**config.mk**
```make
export PLATFORM = sky130hd
export DESIGN_NAME = cordic_iter_hs
export DESIGN_NICKNAME = d
export VERILOG_FILES = /design/src/rtl/cordic_iter_hs.sv
export SDC_FILE = /design/constraint.sdc
export NUM_CORES = 1
export LEC_CHECK = 0
export ABC_AREA = 1
export CAP_MARGIN = 30
export CORE_ASPECT_RATIO = 1.2
export CORE_UTILIZATION = 55
export CTS_CLUSTER_SIZE = 25
export DETAILED_ROUTE_END_ITERATION = 7
export DONT_BUFFER_PORTS = 1
export PLACE_DENSITY = 0.7
export SLEW_MARGIN = 10
export SYNTH_ARGS = -nofsm -noshare
export SYNTH_HDL_FRONTEND = slang
export SYNTH_SLANG_ARGS = --single-unit
```
**constraint.sdc**
```tcl
create_clock -name clk -period 5.35 [get_ports clk]
set_input_delay 0.535 -clock clk [delete_from_list [all_inputs] [get_ports clk]]
set_output_delay 0.535 -clock clk [all_outputs]
set_load 0.02 [all_outputs]
```
**src/rtl/cordic_iter_hs.sv**
```systemverilog
// Iterative CORDIC engine (rotate / vector) with valid/ready handshakes on both sides.
// Define CORDIC_GAIN_COMP_EN to add the SCALE state that removes the CORDIC gain.
module cordic_iter_hs #(
    parameter int DW   = 17,
    parameter int AW   = 17,
    parameter int ITER = 16
) (
    input  logic          clk,
    input  logic          rst_n,
    input  logic          in_valid,
    output logic          in_ready,
    input  logic          mode,
    input  logic [DW-1:0] xin,
    input  logic [DW-1:0] yin,
    input  logic [AW-1:0] zin,
    output logic          out_valid,
    input  logic          out_ready,
    output logic [DW-1:0] xout,
    output logic [DW-1:0] yout,
    output logic [AW-1:0] zout
);

    localparam int XW = DW + 2;
    localparam int PW = XW + DW;
    localparam int IW = (ITER > 1) ? $clog2(ITER) : 1;

    localparam logic [2:0] S_IDLE  = 3'd0;
    localparam logic [2:0] S_PRE   = 3'd1;
    localparam logic [2:0] S_ITER  = 3'd2;
`ifdef CORDIC_GAIN_COMP_EN
    localparam logic [2:0] S_SCALE = 3'd3;
`endif
    localparam logic [2:0] S_HOLD  = 3'd4;

    localparam logic [IW-1:0]        LAST    = IW'(ITER - 1);
    localparam logic signed [AW-1:0] HALF_PI = AW'(2 ** (AW - 2));
    localparam logic signed [AW-1:0] PI_ANG  = {1'b1, {(AW-1){1'b0}}};
    localparam logic signed [PW-1:0] SMAX    = {{(PW-DW+1){1'b0}}, {(DW-1){1'b1}}};
    localparam logic signed [PW-1:0] SMIN    = {{(PW-DW+1){1'b1}}, {(DW-1){1'b0}}};

    localparam int TSH_L = (AW >= 17) ? AW - 17 : 0;
    localparam int TSH_R = (AW < 17) ? 17 - AW : 0;

    logic [2:0]              state;
    logic [IW-1:0]           cnt;
    logic                    mode_r;
    logic                    zero_vec;
    logic signed [XW-1:0]    x, y;
    logic signed [AW-1:0]    z;
    logic signed [XW-1:0]    x_nx, y_nx;
    logic signed [AW-1:0]    z_nx, t_step;
    logic                    d_pos;

    // Table held with pi = 2^16 and rescaled to the configured angle width.
    function automatic logic signed [AW-1:0] atan_rom(input logic [IW-1:0] idx);
        int t;
        case (int'(idx))
            0:  t = 16384;
            1:  t = 9672;
            2:  t = 5110;
            3:  t = 2594;
            4:  t = 1302;
            5:  t = 652;
            6:  t = 326;
            7:  t = 163;
            8:  t = 81;
            9:  t = 41;
            10: t = 20;
            11: t = 10;
            12: t = 5;
            13: t = 3;
            14: t = 1;
            15: t = 1;
            default: t = 0;
        endcase
        t = t <<< TSH_L;
        t = (t + ((1 <<< TSH_R) >>> 1)) >>> TSH_R;
        return AW'(t);
    endfunction

    function automatic logic signed [DW-1:0] sat(input logic signed [PW-1:0] v);
        if (v > SMAX) return SMAX[DW-1:0];
        if (v < SMIN) return SMIN[DW-1:0];
        return v[DW-1:0];
    endfunction

    always_comb begin
        d_pos  = mode_r ? y[XW-1] : ~z[AW-1];
        t_step = atan_rom(cnt);
        x_nx   = d_pos ? x - (y >>> cnt) : x + (y >>> cnt);
        y_nx   = d_pos ? y + (x >>> cnt) : y - (x >>> cnt);
        z_nx   = d_pos ? z - t_step : z + t_step;
    end

`ifdef CORDIC_GAIN_COMP_EN
    localparam int KC = $rtoi(0.607253 * (2.0 ** (DW - 2)) + 0.5);
    localparam logic signed [DW-1:0] KC_S = DW'(KC);

    logic signed [PW-1:0] px, py;
    assign px = PW'(x) * PW'(KC_S);
    assign py = PW'(y) * PW'(KC_S);
`else
    logic signed [PW-1:0] xr_nx, yr_nx;
    assign xr_nx = {{(PW-XW){x_nx[XW-1]}}, x_nx};
    assign yr_nx = {{(PW-XW){y_nx[XW-1]}}, y_nx};
`endif

    always_ff @(posedge clk or negedge rst_n) begin
        if (!rst_n) begin
            state     <= S_IDLE;
            in_ready  <= 1'b1;
            out_valid <= 1'b0;
            xout      <= '0;
            yout      <= '0;
            zout      <= '0;
            x         <= '0;
            y         <= '0;
            z         <= '0;
            cnt       <= '0;
            mode_r    <= 1'b0;
            zero_vec  <= 1'b0;
        end else begin
            case (state)
                S_IDLE: begin
                    if (in_valid && in_ready) begin
                        mode_r   <= mode;
                        x        <= {{2{xin[DW-1]}}, xin};
                        y        <= {{2{yin[DW-1]}}, yin};
                        z        <= zin;
                        zero_vec <= mode && (xin == '0) && (yin == '0);
                        in_ready <= 1'b0;
                        state    <= S_PRE;
                    end
                end
                // Fold the operand into the right half-plane so the iterations converge.
                S_PRE: begin
                    cnt   <= '0;
                    state <= S_ITER;
                    if (!mode_r) begin
                        if ((z > HALF_PI) || (z < -HALF_PI)) begin
                            x <= -x;
                            y <= -y;
                            z <= z + PI_ANG;
                        end
                    end else if (x[XW-1]) begin
                        x <= -x;
                        y <= -y;
                        z <= PI_ANG;
                    end else begin
                        z <= '0;
                    end
                end
                S_ITER: begin
                    x   <= x_nx;
                    y   <= y_nx;
                    z   <= z_nx;
                    cnt <= cnt + 1'b1;
                    if (cnt == LAST) begin
`ifdef CORDIC_GAIN_COMP_EN
                        state     <= S_SCALE;
`else
                        xout      <= sat(xr_nx);
                        yout      <= sat(yr_nx);
                        zout      <= zero_vec ? '0 : z_nx;
                        out_valid <= 1'b1;
                        state     <= S_HOLD;
`endif
                    end
                end
`ifdef CORDIC_GAIN_COMP_EN
                S_SCALE: begin
                    xout      <= sat(px >>> (DW - 2));
                    yout      <= sat(py >>> (DW - 2));
                    zout      <= zero_vec ? '0 : z;
                    out_valid <= 1'b1;
                    state     <= S_HOLD;
                end
`endif
                S_HOLD: begin
                    if (out_ready) begin
                        out_valid <= 1'b0;
                        in_ready  <= 1'b1;
                        state     <= S_IDLE;
                    end
                end
                default: begin
                    out_valid <= 1'b0;
                    in_ready  <= 1'b1;
                    state     <= S_IDLE;
                end
            endcase
        end
    end

endmodule
```
== Word level (Yosys, flattened, before mapping) ==
Memory sizes are Yosys's and may differ from the RTL's.
Cells that the tools add are included.

* Flip-flop bits (word level): 117
* Bits in latches: 0
* Memories: 1
* Output and inout bits: 53
* ROM bits: 240
* RAM bits: 0
* Logic and storage cells: 115

{| class="wikitable"
|+ Memory list
! name !! depth !! bits a word !! rd ports !! clocked after Yosys merged registers in !! wr ports !! RTL line !! RTL
|-
| (name not given) || 16 || 15 || 1 || 0 || 0 || 57 || <nowiki>case (int'(idx))</nowiki>
|}

* Muxes and demuxes: 53
* Shifts and indexed selects: 2
* Div/mod/pow operators: 0
* Add/sub/neg operators: 10
* Equality and inequality tests: 9
* Bitwise logic cells: 3
* Multiply operators: 0
* Order comparisons: 6
* Reductions and logical operators: 18

{| class="wikitable"
|+ Operator list
! cell !! number
|-
| $mux 17 || 14
|-
| $mux 19 || 10
|-
| $pmux 19 s3 || 2
|-
| $pmux 17 s3 || 1
|-
| $add 19x19->19 || 2
|-
| $gt 19x17->1 const B || 2
|-
| $lt 19x17->1 const B || 2
|-
| $neg 19->19 || 2
|-
| $sshr 19x4->19 || 2
|-
| $sub 19x19->19 || 2
|-
| $logic_not 17->1 || 2
|-
| $mux 1 || 19
|-
| $add 17x17->17 || 1
|-
| $add 17x17->17 const B || 1
|-
| $gt 17x17->1 const B || 1
|-
| $lt 17x16->1 const B || 1
|-
| $sub 17x17->17 || 1
|-
| $pmux 3 s4 || 1
|-
| $reduce_and 3->1 || 4
|-
| $mux 3 || 3
|-
| $pmux 4 s2 || 1
|-
| $ne 2x2->1 const B || 3
|-
| $ne 3x3->1 const B || 2
|-
| $pmux 1 s3 || 2
|-
| 14 further kinds || 20
|}

== Depth between registers and ports, before layout ==
Gate-level depths: netlist (run 1).

* Depth after elaboration: 12
* Mapped depth: 34

== Worst setup path after synthesis (run 1) ==
OpenSTA, ideal clock, no wires.

* Path kind: reg2reg
* From: register cnt[0]
* To: register yout[6]
* Setup slack: 1,291 ps
* Stages on the path, launching flop included: 29
* Library setup time: 66 ps
* Arrival: 3,994 ps
* Cells stage by stage: dfrtp_1 > buf_6 > buf_6 > buf_2 > o21ai_0 > nand3_1 > nand2_1 > nand2_1 > inv_1 > ha_1 > nand2_1 > nor2_4 > nand2_2 > nor2_1 > a31oi_1 > o21bai_1 > xor2_1 > ha_1 > inv_1 > nor3_1 > nand2_1 > o311ai_1 > inv_1 > nand3_1 > nand3b_4 > buf_6 > nand2_1 > nand2_1 > nand2_1

* Longest elaborated chain between the ends: 10

{| class="wikitable"
|+ RTL lines
! item !! RTL line !! RTL
|-
| start: declaration || 45 || <nowiki>logic [IW-1:0] cnt;</nowiki>
|-
| start signal: assignment || 157 || <nowiki>cnt <= cnt + 1'b1;</nowiki>
|-
| $sshr 19x4->19 || 91 || <nowiki>y_nx = d_pos ? y + (x >>> cnt) : y - (x >>> cnt);</nowiki>
|-
| $sub 19x19->19 / $add 19x19->19 (equally long branches) || 91 ||
|-
| $mux 19 || 91 ||
|-
| $lt 19x17->1 || 83 || <nowiki>if (v < SMIN) return SMIN[DW-1:0];</nowiki>
|-
| $mux 1 (2 in a row) || 83 ||
|-
| $mux 1 || 158 || <nowiki>if (cnt == LAST) begin</nowiki>
|-
| $mux 1 || 123 || <nowiki>case (state)</nowiki>
|-
| $mux 17 || 84 || <nowiki>return v[DW-1:0];</nowiki>
|-
| $mux 17 || 83 ||
|-
| end signal: assignment || 163 || <nowiki>yout <= sat(yr_nx);</nowiki>
|-
| end: declaration || 19 || <nowiki>output logic [DW-1:0] yout,</nowiki>
|}

Several ways; a longest one is shown, not always the timed one. The select of a mux whose other input is x is not followed.
A chain may end at the register's enable or synchronous reset.

== Worst setup path after layout (run 1) ==
* From: register cnt[2]
* To: register xout[14]

* Longest elaborated chain between the ends: 10

{| class="wikitable"
|+ RTL lines
! item !! RTL line !! RTL
|-
| $sshr 19x4->19 || 90 || <nowiki>x_nx = d_pos ? x - (y >>> cnt) : x + (y >>> cnt);</nowiki>
|-
| $add 19x19->19 / $sub 19x19->19 (equally long branches) || 90 ||
|-
| $mux 19 || 90 ||
|-
| $lt 19x17->1 || 83 ||
|-
| $mux 1 (2 in a row) || 83 ||
|-
| $mux 1 || 158 ||
|-
| $mux 1 || 123 ||
|-
| $mux 17 || 84 ||
|-
| $mux 17 || 83 ||
|-
| end signal: assignment || 162 || <nowiki>xout <= sat(xr_nx);</nowiki>
|-
| end: declaration || 18 || <nowiki>output logic [DW-1:0] xout,</nowiki>
|}

Several ways; a longest one is shown, not always the timed one. The select of a mux whose other input is x is not followed.

==> out/qor.txt, run 1 <==
Post-route DRC violation count: 0
Max_cap viols: 0
Final WL: 40,700 um
Family with the most delay on the worst path: simple AND/OR/NAND/NOR gates
Critical Path Max Stage Delay: 0.44 ns
Final setup violation count: 0
Main synth FF type: dfrtp_1
CP endpoint kind: flip-flop
Number of flops mapped to enable cells by yosys: 0
CP Buf/Inv Count: 5
Final Hold Fails: 0
Seq/Total Area, Yosys: 24.6%
Warnings, synthesis: 0
DRC marker count from the first detailed-route iteration: 1,105
Relative slew margins: 38.8%
Ranking of synthesized cells by area: dfrtp_1, nand2_1, nand3_1
Routed vias: 12,600
Vias in the first global route: 12,000
PortBufs: 0
Design Area, Final: 12,700 sq um
Die area: 22,300 sq um
Routed len/inst: 19.4 um
Unrepaired setup endpoints after global routing: false
Top cell type by total area after synthesis: dfrtp_1
Die Height: 163 um
First-pass GRT wire length: 62,700 um
Clk Tree Root Cell: clkbuf_16
Cells after Synth: 1,840
Final cycle utilization of the critical path: 91.1%
Setup bufs post-CTS: 0
Startpoint Class: flip-flop
GP Congestion: 0.985
Synth async-reset ratio: 100%
Htree depth: 4
Setup TNS: 0 ns
Final core occ: 60.3%
Die Width: 136 um
GRT Total Usage: 37.1%
Area of placed instances: 12,000 sq um
Worst-Skew Late Latency: 0.44 ns
Most common cell in the netlist: nand2_1
CTS buffer count: 17
CTS sink cnt: 117
Clock slew at reported path FFs: 0.07 ns
Layout net count: 1,936
HPWL after DPL: 31,000 um
FILL cells: 2,110
Yosys top cell area share: 24.3%
Initial Util: 56.5%
Number of pins with negative max-slew slack in the final report: 0
CP Class: flip-flop to flip-flop
DR pass1 iterations: 6
Initial antenna violation count: 0
Share of layout cells above drive strength 1: 8.00%
Area added between synthesis and finish: 6.68%
Max stage delay cell, worst path: dfrtp_1
Clk buf depth: 2
CP required: 5.68 ns
# IOs: 109
Synthesized area per cell: 6.48 sq um
Synth Net Count: 1,964
Synth cell count leaders: nand2_1, nand3_1, inv_1
Min cycle time layout: 4.87 ns
GR Overflow Total: 0
Ant. Diodes: 0
Hold Crit Class: primary input to asynchronous set/reset pin
Post-Syn Area: 11,900 sq um
Clock Skews: 0.0133 ns
Largest net degree at the start of global routing: 118
Worst Tran Pin Value: 0.915 ns
Status: complete, no violations
Core Rows: 58
Critical Path AT: 5.20 ns
Final ANT Viol Nets: 0
Via-to-Cell Ratio: 6.02
Post-synthesis register bit count: 117
Fmax: 205 MHz
Worst-path fanout max: 29
CTS tree: done
Core region area: 21,100 sq um
Synth unique cells: 61
Final hold slack: 0.0179 ns
[metrics by stage]
stage	std cells	setup slack (ns)
final	2095	0.477
after global placement	2060	0.564
after CTS	2093	0.462
after floorplan	1840	1.29
after global routing	2095	0.0579
after detailed placement	2060	0.480
[cell type report]
| cell class | count | area (sq um) | area share (%) |
|---|---|---|---|
| inverters | 199 | 752 | 5.91 |
| multi-input cells | 1455 | 7870 | 61.8 |
| well taps | 270 | 338 | 2.65 |
| repair buffers | 22 | 230 | 1.81 |
| clock inverters | 15 | 183 | 1.44 |
| flip-flops and latches | 117 | 2930 | 23.0 |
| clock buffers | 17 | 425 | 3.34 |
[kinds of logic after synthesis]
group	Yosys count	synth area share [%]
buffers and inverters	268	9.59
xor gates and xnor gates	85	6.24
AOI/OAI and AO/OA	344	16.9
and+or+nand+nor	955	35.1
muxes	3	0.283
DFF	117	24.6
adders and majority gates	68	7.32
[worst paths after layout]
| kind | from | endpoint | slack (ns) | cells past startpoint |
|---|---|---|---|---|
| min in group clk | mode | mode_r | 0.27 | 2 |
| max reg2reg | cnt[2] | xout[14] | 0.48 | 26 |
| max | cnt[2] | xout[14] | 0.48 | 26 |
| max in group asynchronous | rst_n | x[1] | 4.79 | 1 |
| min | rst_n | cnt[0] | 0.02 | 1 |
| min reg2reg | state[1] | state[0] | 0.51 | 1 |
[layout by cell type, fill, tap and decap left out, types with 4 or more instances in the layout]
cell / n
nand3_1: 193
a22o_1: 4
nor4_1: 13
o22ai_1: 5
clkbuf_16: 17
nand4_1: 18
clkinv_8: 5
nand3_2: 16
or2_2: 6
o21ai_1: 11
buf_4: 18
nor2_2: 7
a21oi_1: 122
inv_8: 6
a21oi_2: 13
ha_1: 65
o31ai_1: 10
inv_1: 184
a31oi_1: 10
o21bai_1: 4
a221oi_1: 4
a22oi_1: 15
nor2_1: 113
o21ai_0: 108
nor3_1: 22
o221ai_1: 4
o211ai_1: 6
o311ai_0: 4
inv_2: 10
xnor2_1: 23
dfrtp_1: 116
nand2_1: 528
nand2_2: 27
xor2_1: 62
[repair_timing]
item,in CTS,in global routing
endpoints found under the setup margin,0,4
gates resized for setup,0,4
hold buffers,1,0
hold endpoints to repair,117,0
[state kept, by name, summed over array words and instances (netlist names)]
signal	flops
x	19
xout	17
in_ready	1
state	3
out_valid	1
z	17
y	19
cnt	4
yout	17
mode_r	1
zout	17
zero_vec	1
[routing by layer]
layer  part of all wire (%)  up-vias  GRT usage [%]
li1                       -     6074              -
met1                     39     5793           43.2
met2                     46      577           61.1
met3                    7.3      166           6.64
met4                    7.4        0           26.0
met5                      0        -              0
Power of run 1 is left out: the tool's default activity adds up to more than one toggle a clock period on the data nets, which glitch-free logic cannot reach.
==> run 2: changes to the inputs <==
CELL_PAD_IN_SITES_DETAIL_PLACEMENT = 2   (was unset)
CELL_PAD_IN_SITES_GLOBAL_PLACEMENT = 2   (was unset)
CORE_UTILIZATION = 36   (was 55)
PLACE_DENSITY = unset   (was 0.7)
PLACE_DENSITY_LB_ADDON = 0.1   (was unset)
==> out/qor.txt, run 2 (synthesized netlist as in run 1, its figures left out) <==
Status: complete, no violations (unchanged)
Top flop regs: x x19, y x19 (unchanged)
Die Height: 201 um (was 163 um)
Fmax: 201 MHz (was 205 MHz)
Relative slew margins: 41.8% (was 38.8%)
Reg2Reg Depth: 25 (was 26)
Initial antenna violation count: 0 (unchanged)
Htree depth: 4 (unchanged)
Final Hold Fails: 0 (unchanged)
Clock Skews: 0.0217 ns (was 0.0133 ns)
Number of pins with negative max-slew slack in the final report: 0 (unchanged)
CTS tree: done (unchanged)
Routed len/inst: 22.5 um (was 19.4 um)
Critical Path Max Stage Delay: 0.52 ns (was 0.44 ns)
Vias in the first global route: 14,000 (was 12,000)
Final WL: 50,600 um (was 40,700 um)
GR Util met3: 4.86% (was 6.64%)
Die area: 33,900 sq um (was 22,300 sq um)
Layout net count: 1,947 (was 1,936)
Via-to-Cell Ratio: 5.67 (was 6.02)
Share of layout cells above drive strength 1: 8.77% (was 8.00%)
Met2 Use GR: 55.2% (was 61.1%)
Final ANT Viol Nets: 0 (unchanged)
Clk Tree Root Cell: clkbuf_16 (unchanged)
DRC marker count from the first detailed-route iteration: 587 (was 1,105)
Most Crowded Layer GR: met2 (unchanged)
Setup bufs post-CTS: 0 (unchanged)
Met1 Use GR: 34.3% (was 43.2%)
Max_cap viols: 0 (unchanged)
Routed vias: 12,700 (was 12,600)
Min cycle time layout: 4.96 ns (was 4.87 ns)
Initial Util: 36.8% (was 56.5%)
Post-route DRC violation count: 0 (unchanged)
Clock slew at reported path FFs: 0.07 ns (about the same)
Largest net degree at the start of global routing: 118 (unchanged)
Commonest cells after routing, fill and taps aside: nand2_1, nand3_1, inv_1, a21oi_1, dfrtp_1 (unchanged)
Core Rows: 72 (was 58)
Area added between synthesis and finish: 8.79% (was 6.68%)
Final setup violation count: 0 (unchanged)
Worst-path fanout max: 41 (was 29)
Critical Path AT: 5.36 ns (was 5.20 ns)
Unrepaired setup endpoints after global routing: false (unchanged)
Setup TNS: 0 ns (unchanged)
Hold Crit Class: primary input to asynchronous set/reset pin (unchanged)
DR pass1 iterations: 5 (was 6)
Family with the most delay on the worst path: simple AND/OR/NAND/NOR gates (unchanged)
Die Width: 168 um (was 136 um)
# IOs: 109 (unchanged)
Max stage delay cell, worst path: xnor2_1 (was dfrtp_1)
Clk buf depth: 2 (unchanged)
GRT Total Usage: 30.6% (was 37.1%)
GR Overflow Total: 0 (unchanged)
PortBufs: 0 (unchanged)
First-pass GRT wire length: 78,900 um (was 62,700 um)
Core region area: 32,400 sq um (was 21,100 sq um)
CP required: 5.74 ns (was 5.68 ns)
CTS sink cnt: 117 (unchanged)
WP depth: 25 (was 26)
Worst Tran Pin Value: 0.865 ns (was 0.915 ns)
CP Class: flip-flop to flip-flop (unchanged)
HPWL after DPL: 40,400 um (was 31,000 um)
Startpoint Class: flip-flop (unchanged)
GP Congestion: 0.926 (was 0.985)
Commonest non-fill, non-tap cell in the layout: nand2_1 (unchanged)
CTS buffer count: 17 (unchanged)
CP endpoint kind: flip-flop (unchanged)
Final cycle utilization of the critical path: 92.8% (was 91.1%)
Critical path's most frequent cell: nand2_1
CP Buf/Inv Count: 4 (was 5)
Worst-Skew Late Latency: 0.47 ns (was 0.44 ns)
## run 2: final timing paths
kind,start,slack [ns],endpoint
setup reg to reg,cnt[0],0.39,x[13]
min in group clk,mode,0.24,mode_r
hold reg to reg,state[1],0.53,state[0]
setup / recovery,cnt[0],0.39,x[13]
max in group asynchronous,rst_n,4.79,x[7]
hold / removal,rst_n,0.01,z[7]
## run 2: metal layers
layer | up-vias | share of wire (%)
li1 | 6066 | -
met1 | 6343 | 41
met2 | 209 | 51
met3 | 102 | 2.9
met4 | 0 | 4.9
met5 | - | 0
## run 2: cell type report
type,count,area [sq um]
Antenna cell,1,2.50
Clock buffer,18,439
Multi-Input combinational cell,1455,7880
Fill cell,4042,19500
Tap cell,407,509
Timing Repair Buffer,33,300
Clock inverter,14,164
Inverter,199,749
Sequential cell,117,2930
## run 2: repair_timing
item	CTS	global route
hold endpoints to repair	117	0
hold buffers	1	0
resized for setup	0	4
endpoints found under the setup margin	0	18
## run 2: per-stage QoR
stage | area [sq um] | setup slack [ns] | hold WS (ns) | util (%) | instances
2_1_floorplan | 11900 | 1.29 | 0.239 | - | 1840
3_3_place_gp | 12300 | 0.542 | 0.242 | 37.9 | 2207
3_5_place_dp | 12300 | 0.341 | 0.242 | 37.9 | 2208
4_1_cts | 12900 | 0.280 | 0.0367 | 39.9 | 2241
5_1_grt | 13000 | 0.0000724 | 0.0703 | 40.0 | 2243
6_report | 13000 | 0.386 | 0.0131 | 40.0 | 2244
Power of run 2 is left out for the same reason.
